$ cat src/rtl/fetch_decode_queue.sv
// Fetch-to-decode instruction/PC queue with valid/ready handshakes,
// branch flush, and a NOP bubble presented to decode when empty.
module fetch_decode_queue #(
  parameter int DATA_WIDTH   = 32,
  parameter int ADDRESS_BITS = 20,
  parameter int DEPTH        = 2,
  parameter logic [DATA_WIDTH-1:0] NOP_INST = 32'h00000013
) (
  input  logic                    clock,
  input  logic                    reset,
  input  logic                    flush,
  input  logic                    fetch_valid,
  output logic                    fetch_ready,
  input  logic [DATA_WIDTH-1:0]   instruction_fetch,
  input  logic [ADDRESS_BITS-1:0] inst_PC_fetch,
  input  logic                    decode_ready,
  output logic                    decode_valid,
  output logic [DATA_WIDTH-1:0]   instruction_decode,
  output logic [ADDRESS_BITS-1:0] inst_PC_decode,
  output logic [$clog2(DEPTH):0]  occupancy
);

  localparam int PW = $clog2(DEPTH);
  localparam logic [PW:0]   FULL  = (PW+1)'(DEPTH);
  localparam logic [PW:0]   O_ONE = (PW+1)'(1);
  localparam logic [PW-1:0] P_ONE = PW'(1);

  logic [DATA_WIDTH-1:0]   inst_mem [DEPTH];
  logic [ADDRESS_BITS-1:0] pc_mem   [DEPTH];
  logic [PW-1:0]           wr_ptr;
  logic [PW-1:0]           rd_ptr;
  logic                    push;
  logic                    pop;

  assign fetch_ready  = (occupancy != FULL);
  assign decode_valid = (occupancy != '0);
  assign push = fetch_valid & fetch_ready & ~flush;
  assign pop  = decode_valid & decode_ready & ~flush;

  // Pointer and occupancy bookkeeping; flush empties the queue.
  always_ff @(posedge clock or negedge reset) begin
    if (!reset) begin
      wr_ptr    <= '0;
      rd_ptr    <= '0;
      occupancy <= '0;
    end else if (flush) begin
      wr_ptr    <= '0;
      rd_ptr    <= '0;
      occupancy <= '0;
    end else begin
      if (push) wr_ptr <= wr_ptr + P_ONE;
      if (pop)  rd_ptr <= rd_ptr + P_ONE;
      unique case ({push, pop})
        2'b10:   occupancy <= occupancy + O_ONE;
        2'b01:   occupancy <= occupancy - O_ONE;
        default: occupancy <= occupancy;
      endcase
    end
  end

  // Entry storage; contents are don't-care until written.
  always_ff @(posedge clock) begin
    if (push) begin
      inst_mem[wr_ptr] <= instruction_fetch;
      pc_mem[wr_ptr]   <= inst_PC_fetch;
    end
  end

  // Head presentation, NOP bubble when empty.
  always_comb begin
    instruction_decode = NOP_INST;
    inst_PC_decode     = '0;
    if (decode_valid) begin
      instruction_decode = inst_mem[rd_ptr];
      inst_PC_decode     = pc_mem[rd_ptr];
    end
  end

endmodule

$ cat config.mk
export PLATFORM = sky130hd
export DESIGN_NAME = fetch_decode_queue
export DESIGN_NICKNAME = d
export VERILOG_FILES = /design/src/rtl/fetch_decode_queue.sv
export SDC_FILE = /design/constraint.sdc
export NUM_CORES = 1
export LEC_CHECK = 0
export BUFFER_PORTS_ARGS = -buffer_cell sky130_fd_sc_hd__buf_2
export CAP_MARGIN = 5
export CELL_PAD_IN_SITES_DETAIL_PLACEMENT = 0
export CELL_PAD_IN_SITES_GLOBAL_PLACEMENT = 1
export CORE_AREA = 5 5 104 106
export CTS_BUF_LIST = sky130_fd_sc_hd__clkbuf_8
export DETAILED_ROUTE_END_ITERATION = 8
export DIE_AREA = 0 0 109 111
export PLACE_DENSITY = 0.77
export SLEW_MARGIN = 20
export SYNTH_ARGS = -nofsm -noshare
export SYNTH_HDL_FRONTEND = slang
export SYNTH_SLANG_ARGS = --single-unit
$ cat constraint.sdc
create_clock -name clock -period 5.8 [get_ports clock]
set_input_delay 0.29 -clock clock [delete_from_list [all_inputs] [get_ports clock]]
set_output_delay 0.29 -clock clock [all_outputs]
set_load 0.005 [all_outputs]
==> results.md, run 1 <==
- Clock Tree Root: clkbuf_8
- CTS tree: built
- Via count: 2315
- Initial Util: 42.8%
- Cts repair resizes: 0
- Clk_lat worst skew: 360 ps
- # clock sinks: 108
- Final HPWL DP: 4790 um
- Min-delay src: instruction_fetch[9]
- Static Leak: 1.90 nW
- First-pass GRT wire length: 11700 um
- Fillers: 841
- Antenna violations before repair: 0
- DR iter-0 viols: 80
- Max Cap Viol: 0
- WL/cell: 14.7 um
- Die Footprint: 12100 um^2
- Post-Synthesis Cell Area: 4140 um^2
- Post-route core utilization: 52.2%
- CP max stage cell: dfrtp_4
- Power Dens Cells: 291 nW/um^2
- Syn Nets: 303
- Total power: 1.47 mW
- # IOs: 113
- Crit path DAT: 1970 ps
- Std cell rows: 36
- Clock Skew: 12.3 ps
- Synth Warn #: 0
- RSZ-0062 raised after global routing: no
- Die Y: 111 um
- Vias per cell: 4.63
- Nets: 419
- Critical path startpoint category: flop
- Grt ovf: 0
- CTS clk-pin slew, worst paths: 110 ps
- GRT Overall Usage: 12.7%
- CP Cell Sequence: mux2i_1 > nor2_1 > buf_2
- Hold crit path type: in2reg
- Slowest cell delay on critical path: 1050 ps
- Final count of hold timing violations: 0
- Critical path depth: 3
- Min-Delay Endpoint: inst_mem[1][9]
- Crit path capture type: output pin
- CP max FO: 53
- Dpl cell area: 4860 um^2
- DRT Pass-1 Iters: 4
- Share of layout cells above drive strength 1: 37.3%
- Layout area overhead: 22.0%
- WL final: 7370 um
- Critical path required time: 5510 ps
- Clock period minus worst slack: 2260 ps
- RR Endpoint: inst_mem[1][21]
- Final GP Congestion: 0.679
- Final period util: 38.9%
- Max-slew violation count: 0
- Critical R2R Launch: occupancy[1]
- Cts bufs inserted: 9
- Setup Crit Path Kind: reg2out
- Setup violations, final: 0
- Die width: 109 um
- Final Cell Area: 5050 um^2
- Maximum vdd drop: 0.167 mV
- Post-route ant nets: 0
- Buffers added on ports: 112
- Avg Inst Size Synth: 16.8 um^2
- WP buf/inv: 1
- Worst reg-to-reg setup slack: 3780 ps
- R2R depth: 5
- Seq/Total Area, Yosys: 77.8%
- Synthesis-stage register bit count: 108
- Yosys cell types: 22
- Vias in the first global route: 2479
- Core area: 9680 um^2
- Result of the run: finished clean
- Largest net degree at the start of global routing: 54
- Pre-CTS WS: 3770 ps
- Max transition margin: 36.5%
- Mapped Cells: 246
- Worst slew pin tran: 952 ps
- Antenna diodes: 0
- Hold Path Stages: 1
- Htree depth: 3
- DRC errors left: 0
- Fmax: 0.443 GHz
- Max Buffers Root-to-Sink: 2
- TNS Setup: 0 ps
- Worst path top cell family by delay: flip-flops
- Final Worst Setup Slack: 3540 ps
==> synthesized netlist by cell type <==
cell type / n / area share (%)
a21o_1: 1 / 0.18
a21oi_1: 4 / 0.48
buf_2: 5 / 0.60
buf_4: 5 / 0.91
clkbuf_1: 1 / 0.091
dfrtp_1: 4 / 2.4
edfxtp_1: 104 / 75
inv_1: 1 / 0.091
inv_2: 2 / 0.18
mux2i_1: 53 / 13
nand2_1: 4 / 0.36
nand3b_1: 1 / 0.18
nor2_1: 51 / 4.6
nor2b_2: 1 / 0.21
nor3_1: 1 / 0.12
nor3b_1: 2 / 0.36
o211ai_1: 1 / 0.18
o21ai_0: 1 / 0.12
o21ai_1: 1 / 0.12
or2_0: 1 / 0.15
or3_1: 1 / 0.15
xor2_1: 1 / 0.21
==> worst reg2reg max path: stages (launching register included) <==
cell and delay (ps):
dfrtp_1 480, nor2b_2 210, inv_2 80, nand2_1 100
nor3b_2 180, buf_4 560
==> flip-flops by register name, summed over array words and instances, names as in the netlist <==
signal and count:
pc_mem 40, wr_ptr 1, occupancy 2, rd_ptr 1, inst_mem 64
==> stage by stage <==
step                      instances  hold WS (ps)
final                           500           109
after global routing            500          72.2
after CTS                       500          85.3
after detailed placement        483           103
after global placement          482          98.5
after floorplan                 246         -5.59
==> routing by layer <==
metal	up-vias	routed length, um	GRT usage, %
met3	8	485	3.26
li1	1133	-	-
met1	1107	2970	15.1
met2	67	3810	21.4
met5	-	0	0
met4	0	114	5.56
==> power by group <==
| group | switching, mW | internal, mW | total [mW] |
|---|---|---|---|
| Sequential | 0.0250 | 0.887 | 0.912 |
| Clock | 0.252 | 0.164 | 0.416 |
| Combinational | 0.0716 | 0.0716 | 0.143 |
==> layout by cell type (no fill, tap or decap), types with 2 or more instances in the layout <==
master	count
dfrtp_1	3
nand2_1	4
inv_2	2
inv_8	2
mux2i_1	53
clkbuf_8	9
buf_2	112
inv_6	2
edfxtp_1	104
inv_1	2
a21oi_1	4
buf_4	2
nor2_1	50
==> how the worst max path moves through the flow <==
stage	start	to	slack (ps)
after floorplan	occupancy[1]	inst_mem[1][0]	710
after global placement	occupancy[0]	instruction_decode[18]	3710
after detailed placement	occupancy[1]	pc_mem[1][3]	3770
after CTS	rd_ptr	inst_PC_decode[11]	3480
after global routing	rd_ptr	inst_PC_decode[11]	3400
final	rd_ptr	inst_PC_decode[11]	3540
==> final cells by class <==
type	instances	area (um^2)	area share, %
flip-flops and latches	108	3230	63.9
multi-input cells	124	857	17.0
repair buffers	116	606	12.0
well taps	133	166	3.29
clock buffers	9	124	2.45
clock inverters	7	60.1	1.19
inverters	3	11.3	0.223
==> timing repair <==
item	4_1_cts	5_1_grt
hold buffers	1	0
setup buffers	0	0
hold endpoints to repair	4	0
==> cell families (layout without fill, tap and decap cells) <==
logic type,Yosys count,after routing,share of synthesized area [%]
buffers and inverters,14,135,1.87
flip-flops,108,108,77.8
XOR/XNOR,1,1,0.212
AND/OR/NAND/NOR,62,62,6.16
multiplexers,53,53,12.8
AO/OA/AOI/OAI,8,8,1.09
Power figures use the tool's default switching activity.
==> run 2: changes to the inputs <==
--- a/config.mk
+++ b/config.mk
@@ -5,15 +5,16 @@
 export SDC_FILE = /design/constraint.sdc
 export NUM_CORES = 1
 export LEC_CHECK = 0
+export ABC_AREA = 1
 export BUFFER_PORTS_ARGS = -buffer_cell sky130_fd_sc_hd__buf_2
 export CAP_MARGIN = 5
 export CELL_PAD_IN_SITES_DETAIL_PLACEMENT = 0
 export CELL_PAD_IN_SITES_GLOBAL_PLACEMENT = 1
-export CORE_AREA = 5 5 104 106
+export CORE_AREA = 5 5 105 107
 export CTS_BUF_LIST = sky130_fd_sc_hd__clkbuf_8
 export DETAILED_ROUTE_END_ITERATION = 8
-export DIE_AREA = 0 0 109 111
-export PLACE_DENSITY = 0.77
+export DIE_AREA = 0 0 110 112
+export PLACE_DENSITY = 0.78
 export SLEW_MARGIN = 20
 export SYNTH_ARGS = -nofsm -noshare
 export SYNTH_HDL_FRONTEND = slang
==> constraint.sdc (replaced) <==
create_clock -name clock -period 2.2 [get_ports clock]
set_input_delay 0.11 -clock clock [delete_from_list [all_inputs] [get_ports clock]]
set_output_delay 0.11 -clock clock [all_outputs]
set_load 0.005 [all_outputs]
==> results.md, run 2 <==
- Max reg flops: 64
- WL/cell: 15.2 um
- Power Dens Cells: 969 nW/um^2
- Setup violations, final: 0
- Die Footprint: 12300 um^2
- Area leader, netlist: edfxtp_1
- RR Endpoint: inst_mem[0][18]
- Pint: 3.72 mW
- Result of the run: finished clean
- Post-route ant nets: 0
- Critical path required time: 2090 ps
- Critical path startpoint category: flop
- Commonest non-fill, non-tap cell in the layout: buf_2
- R2R depth: 5
- WP buf/inv: 2
- First-pass GRT wire length: 15100 um
- Seq/Total Area, Yosys: 78.0%
- Worst slew pin tran: 610 ps
- Die Y: 112 um
- Final count of hold timing violations: 0
- Synth area leaders: edfxtp_1 76%, nand2_1 9.9%, a21oi_1 6.1%, dfrtp_1 2.4%, buf_2 1.2%
- Die width: 110 um
- DRT Pass-1 Iters: 4
- Clock Skew: 16.9 ps
- DR iter-0 viols: 98
- Buffers added on ports: 112
- Post-CTS Setup Inserts: 0
- Htree depth: 3
- DP Cell Count: 554
- Avg Inst Size Synth: 13.2 um^2
- Vias in the first global route: 3088
- Yosys cell types: 21
- Mapped Cells: 312
- Clock Tree Root: clkbuf_8
- P_sw: 1.77 mW
- Final GP Congestion: 0.756
- Worst path top cell family by delay: simple AND/OR/NAND/NOR gates
- Final period util: 87.3%
- Share of layout cells above drive strength 1: 31.1%
- Post-Synthesis Cell Area: 4130 um^2
- Critical R2R Launch: occupancy[0]
- Pre-CTS WS: 590 ps
- Most common cell in the netlist: nand2_1
- Synthesis-stage register bit count: 108
- Max Cap Viol: 0
- Ys flop type: edfxtp_1
- Commonest cells post-synth: 109 x nand2_1, 104 x edfxtp_1, 50 x a21oi_1
- Final HPWL DP: 6000 um
- Vias per cell: 4.66
- Worst reg-to-reg setup slack: 600 ps
- Max transition margin: 59.2%
- Multi-input logic area: 821 um^2
- Fmax: 0.521 GHz
- Clk_lat worst skew: 360 ps
- Nets: 540
- Grt ovf: 0
- Largest net degree at the start of global routing: 53
- Sw Share: 32.3%
- TNS Setup: 0 ps
- Share of the synthesized area in the top cell type: 75.6%
- Crit path DAT: 1810 ps
- Storage cell area: 3220 um^2
- Critical path depth: 4
- CTS clk-pin slew, worst paths: 100 ps
- Final cell count without fillers: 624
- Syn Nets: 369
- Post-route core utilization: 56.4%
- CP Cell Sequence: nor2_4 > buf_12 > a21oi_1 > buf_2
- Antenna diodes: 0
- FFs w/ async S/R, synth: 3.70%
- Layout area overhead: 37.0%
- Reg with most FFs: inst_mem
- Final Cell Area: 5660 um^2
- WL final: 9490 um
- Initial Util: 41.1%
- Max-slew violation count: 0
- Commonest cells after routing, fill and taps aside: 112 x buf_2, 109 x nand2_1, 104 x edfxtp_1
- Reg power frac: 46.1%
- Synth Warn #: 0
- CP max stage cell: nor2_4
- Static Leak: 2.28 nW
- Max Buffers Root-to-Sink: 2
- Combinational power share: 31.3%
- CTS tree: built
- CP max FO: 16
- Slowest cell delay on critical path: 540 ps
- GRT Overall Usage: 16.0%
- # clock sinks: 108
- Crit path capture type: output pin
- Maximum vdd drop: 0.572 mV
- Via count: 2907
- Core area: 10000 um^2
- RSZ-0062 raised after global routing: no
- Clock period minus worst slack: 1920 ps
- Top Registers: inst_mem: 64 flops, pc_mem: 40 flops, occupancy: 2 flops
- Antenna violations before repair: 0
- Post-synth EDFFs: 104
- # IOs: 113
- Final Worst Setup Slack: 280 ps
- DRC errors left: 0
- Hold crit path type: in2async
- Fillers: 876
- Setup Crit Path Kind: reg2out
- Cts bufs inserted: 9
- Dpl cell area: 4920 um^2
- Std cell rows: 37
- Clk network pwr share: 22.6%
run 2: repair_timing:
action	CTS	global route
hold buffers	54	0
hold endpoints to repair	109	0
resized for setup	0	0
run 2: power by group through the flow:
stage               Clock (mW)  Combinational [mW]  Sequential, mW
detailed placement           0                1.68            2.57
global route              1.36                1.93            2.54
global placement             0                1.67            2.57
CTS                       1.27                1.77            2.53
floorplan                    0               0.874            2.56
finish                    1.24                1.72            2.53
run 2: worst max path at each step:
stage            startpoint                     end
2_1_floorplan  occupancy[0]          inst_mem[0][0]
3_5_place_dp   occupancy[0]           pc_mem[1][10]
3_3_place_gp   occupancy[0]      inst_PC_decode[19]
5_1_grt        occupancy[0]  instruction_decode[17]
4_1_cts        occupancy[0]  instruction_decode[17]
6_report       occupancy[0]  instruction_decode[17]
run 2: cell families after synthesis:
group / synth area share (%)
compound gates: 6.48
xor+xnor: 0.424
simple gates: 12.6
flops: 78.0
buf+inv: 2.51
run 2: worst reg2reg max path, delay by kind of cell, from the launching register on:
family | cells | cell delay (ps)
DFF | 1 | 500
and+or+nand+nor | 3 | 340
buffers and inverters | 2 | 420
run 2: layer usage:
metal	global-route usage, %	part of all wire [%]	vias to the layer above
li1	-	-	1433
met1	20.0	43	1376
met2	27.1	50	91
met3	3.65	6.4	7
met4	5.15	0.80	0
met5	0	0	-
run 2: final cells by class:
type | count | share of cell area (%)
clock buffer | 9 | 2.19
clock inverter | 7 | 1.46
inverter | 7 | 0.486
multi-input combinational | 181 | 14.5
sequential | 108 | 56.9
tap | 136 | 3.00
timing repair buffer | 176 | 21.4
run 2: per-stage QoR:
step                      hold WS, ps  power, mW
after detailed placement        -68.1       4.26
after CTS                        58.0       5.57
after global routing             73.7       5.84
after global placement          -71.7       4.24
final                            90.6       5.49
after floorplan                  -186       3.43
==> run 3: changes to the inputs <==
==> constraint.sdc (replaced) <==
create_clock -name clock -period 2.2 [get_ports clock]
set_input_delay 0.11 -clock clock [delete_from_list [all_inputs] [get_ports clock]]
set_output_delay 0.11 -clock clock [all_outputs]
set_load 0.05 [all_outputs]
==> results.md, run 3 (synthesis gave the netlist of run 2 again) <==
- WL final: 9060 um
- Pre-CTS WS: 578 ps
- Sw Share: 46.4%
- DP Cell Count: 553
- Share of layout cells above drive strength 1: 31.0%
- Max reg flops: 64
- Critical path required time: 2090 ps
- Combinational power share: 45.6%
- TNS Setup: 0 ps
- Layout area overhead: 35.7%
- CP max FO: 22
- CTS Hold Buffers Added: 54
- Via count: 2888
- Max-slew violation count: 0
- Setup Crit Path Kind: reg2out
- Clk network pwr share: 16.1%
- Final period util: 90.5%
- Std cell rows: 37
- P_sw: 3.07 mW
- Clock Skew: 11.5 ps
- Setup violations, final: 0
- DR iter-0 viols: 154
- CP max stage cell: dfrtp_2
- Cts repair resizes: 0
- Max Cap Viol: 0
- Vias in the first global route: 2945
- Critical R2R Launch: occupancy[0]
- Largest net degree at the start of global routing: 53
- CP Cell Sequence: inv_2 > buf_4 > nand2_1 > a21oi_1 > buf_2
- Worst path top cell family by delay: buffers and inverters
- Initial Util: 41.1%
- Worst reg-to-reg setup slack: 600 ps
- First-pass GRT wire length: 14200 um
- Antenna violations before repair: 0
- # IOs: 113
- Vias per cell: 4.64
- Post-route ant nets: 0
- Post-CTS Setup Inserts: 0
- Max Buffers Root-to-Sink: 2
- # clock sinks: 108
- Result of the run: finished clean
- Pint: 3.55 mW
- Cts bufs inserted: 9
- Clk_lat worst skew: 350 ps
- Final HPWL DP: 5630 um
- Fmax: 0.502 GHz
- Worst slew pin tran: 571 ps
- Static Leak: 2.25 nW
- Commonest cells after routing, fill and taps aside: 112 x buf_2, 109 x nand2_1, 104 x edfxtp_1
- R2R depth: 5
- RSZ-0062 raised after global routing: no
- Hold crit path type: in2async
- Die width: 110 um
- Clock period minus worst slack: 1990 ps
- Reg with most FFs: inst_mem
- Final GP Congestion: 0.745
- Clock Tree Root: clkbuf_8
- Total power: 6.62 mW
- Slowest cell delay on critical path: 420 ps
- Top Registers: inst_mem: 64 flops, pc_mem: 40 flops, occupancy: 2 flops
- GRT Overall Usage: 14.9%
- Final Worst Setup Slack: 208 ps
- Critical path startpoint category: flop
- WP buf/inv: 3
- RR Endpoint: pc_mem[0][3]
- Buffers added on ports: 112
- Reg power frac: 38.3%
- Final count of hold timing violations: 0
- Antenna diodes: 0
- Maximum vdd drop: 0.598 mV
- WL/cell: 14.5 um
- Crit path capture type: output pin
- Core area: 10000 um^2
- Die Footprint: 12300 um^2
- Htree depth: 3
- Power Dens Cells: 1180 nW/um^2
- CTS clk-pin slew, worst paths: 100 ps
- CTS tree: built
- Nets: 539
- Fillers: 855
- Max transition margin: 61.9%
- Grt ovf: 0
- DRT Pass-1 Iters: 4
- Crit path DAT: 1880 ps
- Die Y: 112 um
- DRC errors left: 0
- Commonest non-fill, non-tap cell in the layout: buf_2
- Final cell count without fillers: 623
## run 3: cell types whose count changed in the layout (fill, tap and decap cells not counted), sizes merged
cell,delta
bufinv,-1
buf,-1
clkinvlp,+1
## run 3: cell type report
| class | instances | area [um^2] | share of cell area [%] |
|---|---|---|---|
| Sequential cell | 108 | 3230 | 57.6 |
| Timing Repair Buffer | 175 | 1180 | 21.1 |
| Multi-Input combinational cell | 181 | 826 | 14.7 |
| Tap cell | 136 | 170 | 3.04 |
| Clock buffer | 9 | 124 | 2.21 |
| Clock inverter | 7 | 51.3 | 0.915 |
| Inverter | 7 | 27.5 | 0.491 |
## run 3: routing by layer
metal / global-route usage, % / wire length [um] / vias to the layer above
met3: 3.59 / 593 / 7
met2: 25.8 / 4530 / 92
met4: 4.16 / 68 / 0
met1: 18.5 / 3870 / 1360
li1: - / - / 1429
met5: 0 / 0 / -
## run 3: worst max path at each step
stage / from / to / slack, ps / cells past startpoint
after floorplan: occupancy[0] / inst_mem[1][0] / 5 / 4
after global placement: rd_ptr / instruction_decode[18] / 590 / 5
after detailed placement: rd_ptr / instruction_decode[8] / 580 / 5
after CTS: rd_ptr / instruction_decode[8] / 160 / 5
after global routing: rd_ptr / inst_PC_decode[1] / 50 / 5
final: rd_ptr / inst_PC_decode[7] / 210 / 5
## run 3: power groups by stage
stage / combinational, mW / sequential [mW] / clock, mW
after floorplan: 2.20 / 2.61 / 0
after global placement: 2.96 / 2.57 / 0
after detailed placement: 2.97 / 2.58 / 0
after CTS: 3.05 / 2.53 / 1.12
after global routing: 3.22 / 2.55 / 1.21
final: 3.02 / 2.53 / 1.07
## run 3: per-stage QoR
stage / instance area [um^2] / hold slack, ps / utilization (%)
2_1_floorplan: 4160 / -186 / -
3_3_place_gp: 4890 / -78.4 / 48.7
3_5_place_dp: 4890 / -75.4 / 48.7
4_1_cts: 5610 / 57.3 / 55.8
5_1_grt: 5610 / 80.3 / 55.8
6_report: 5610 / 88.0 / 55.8
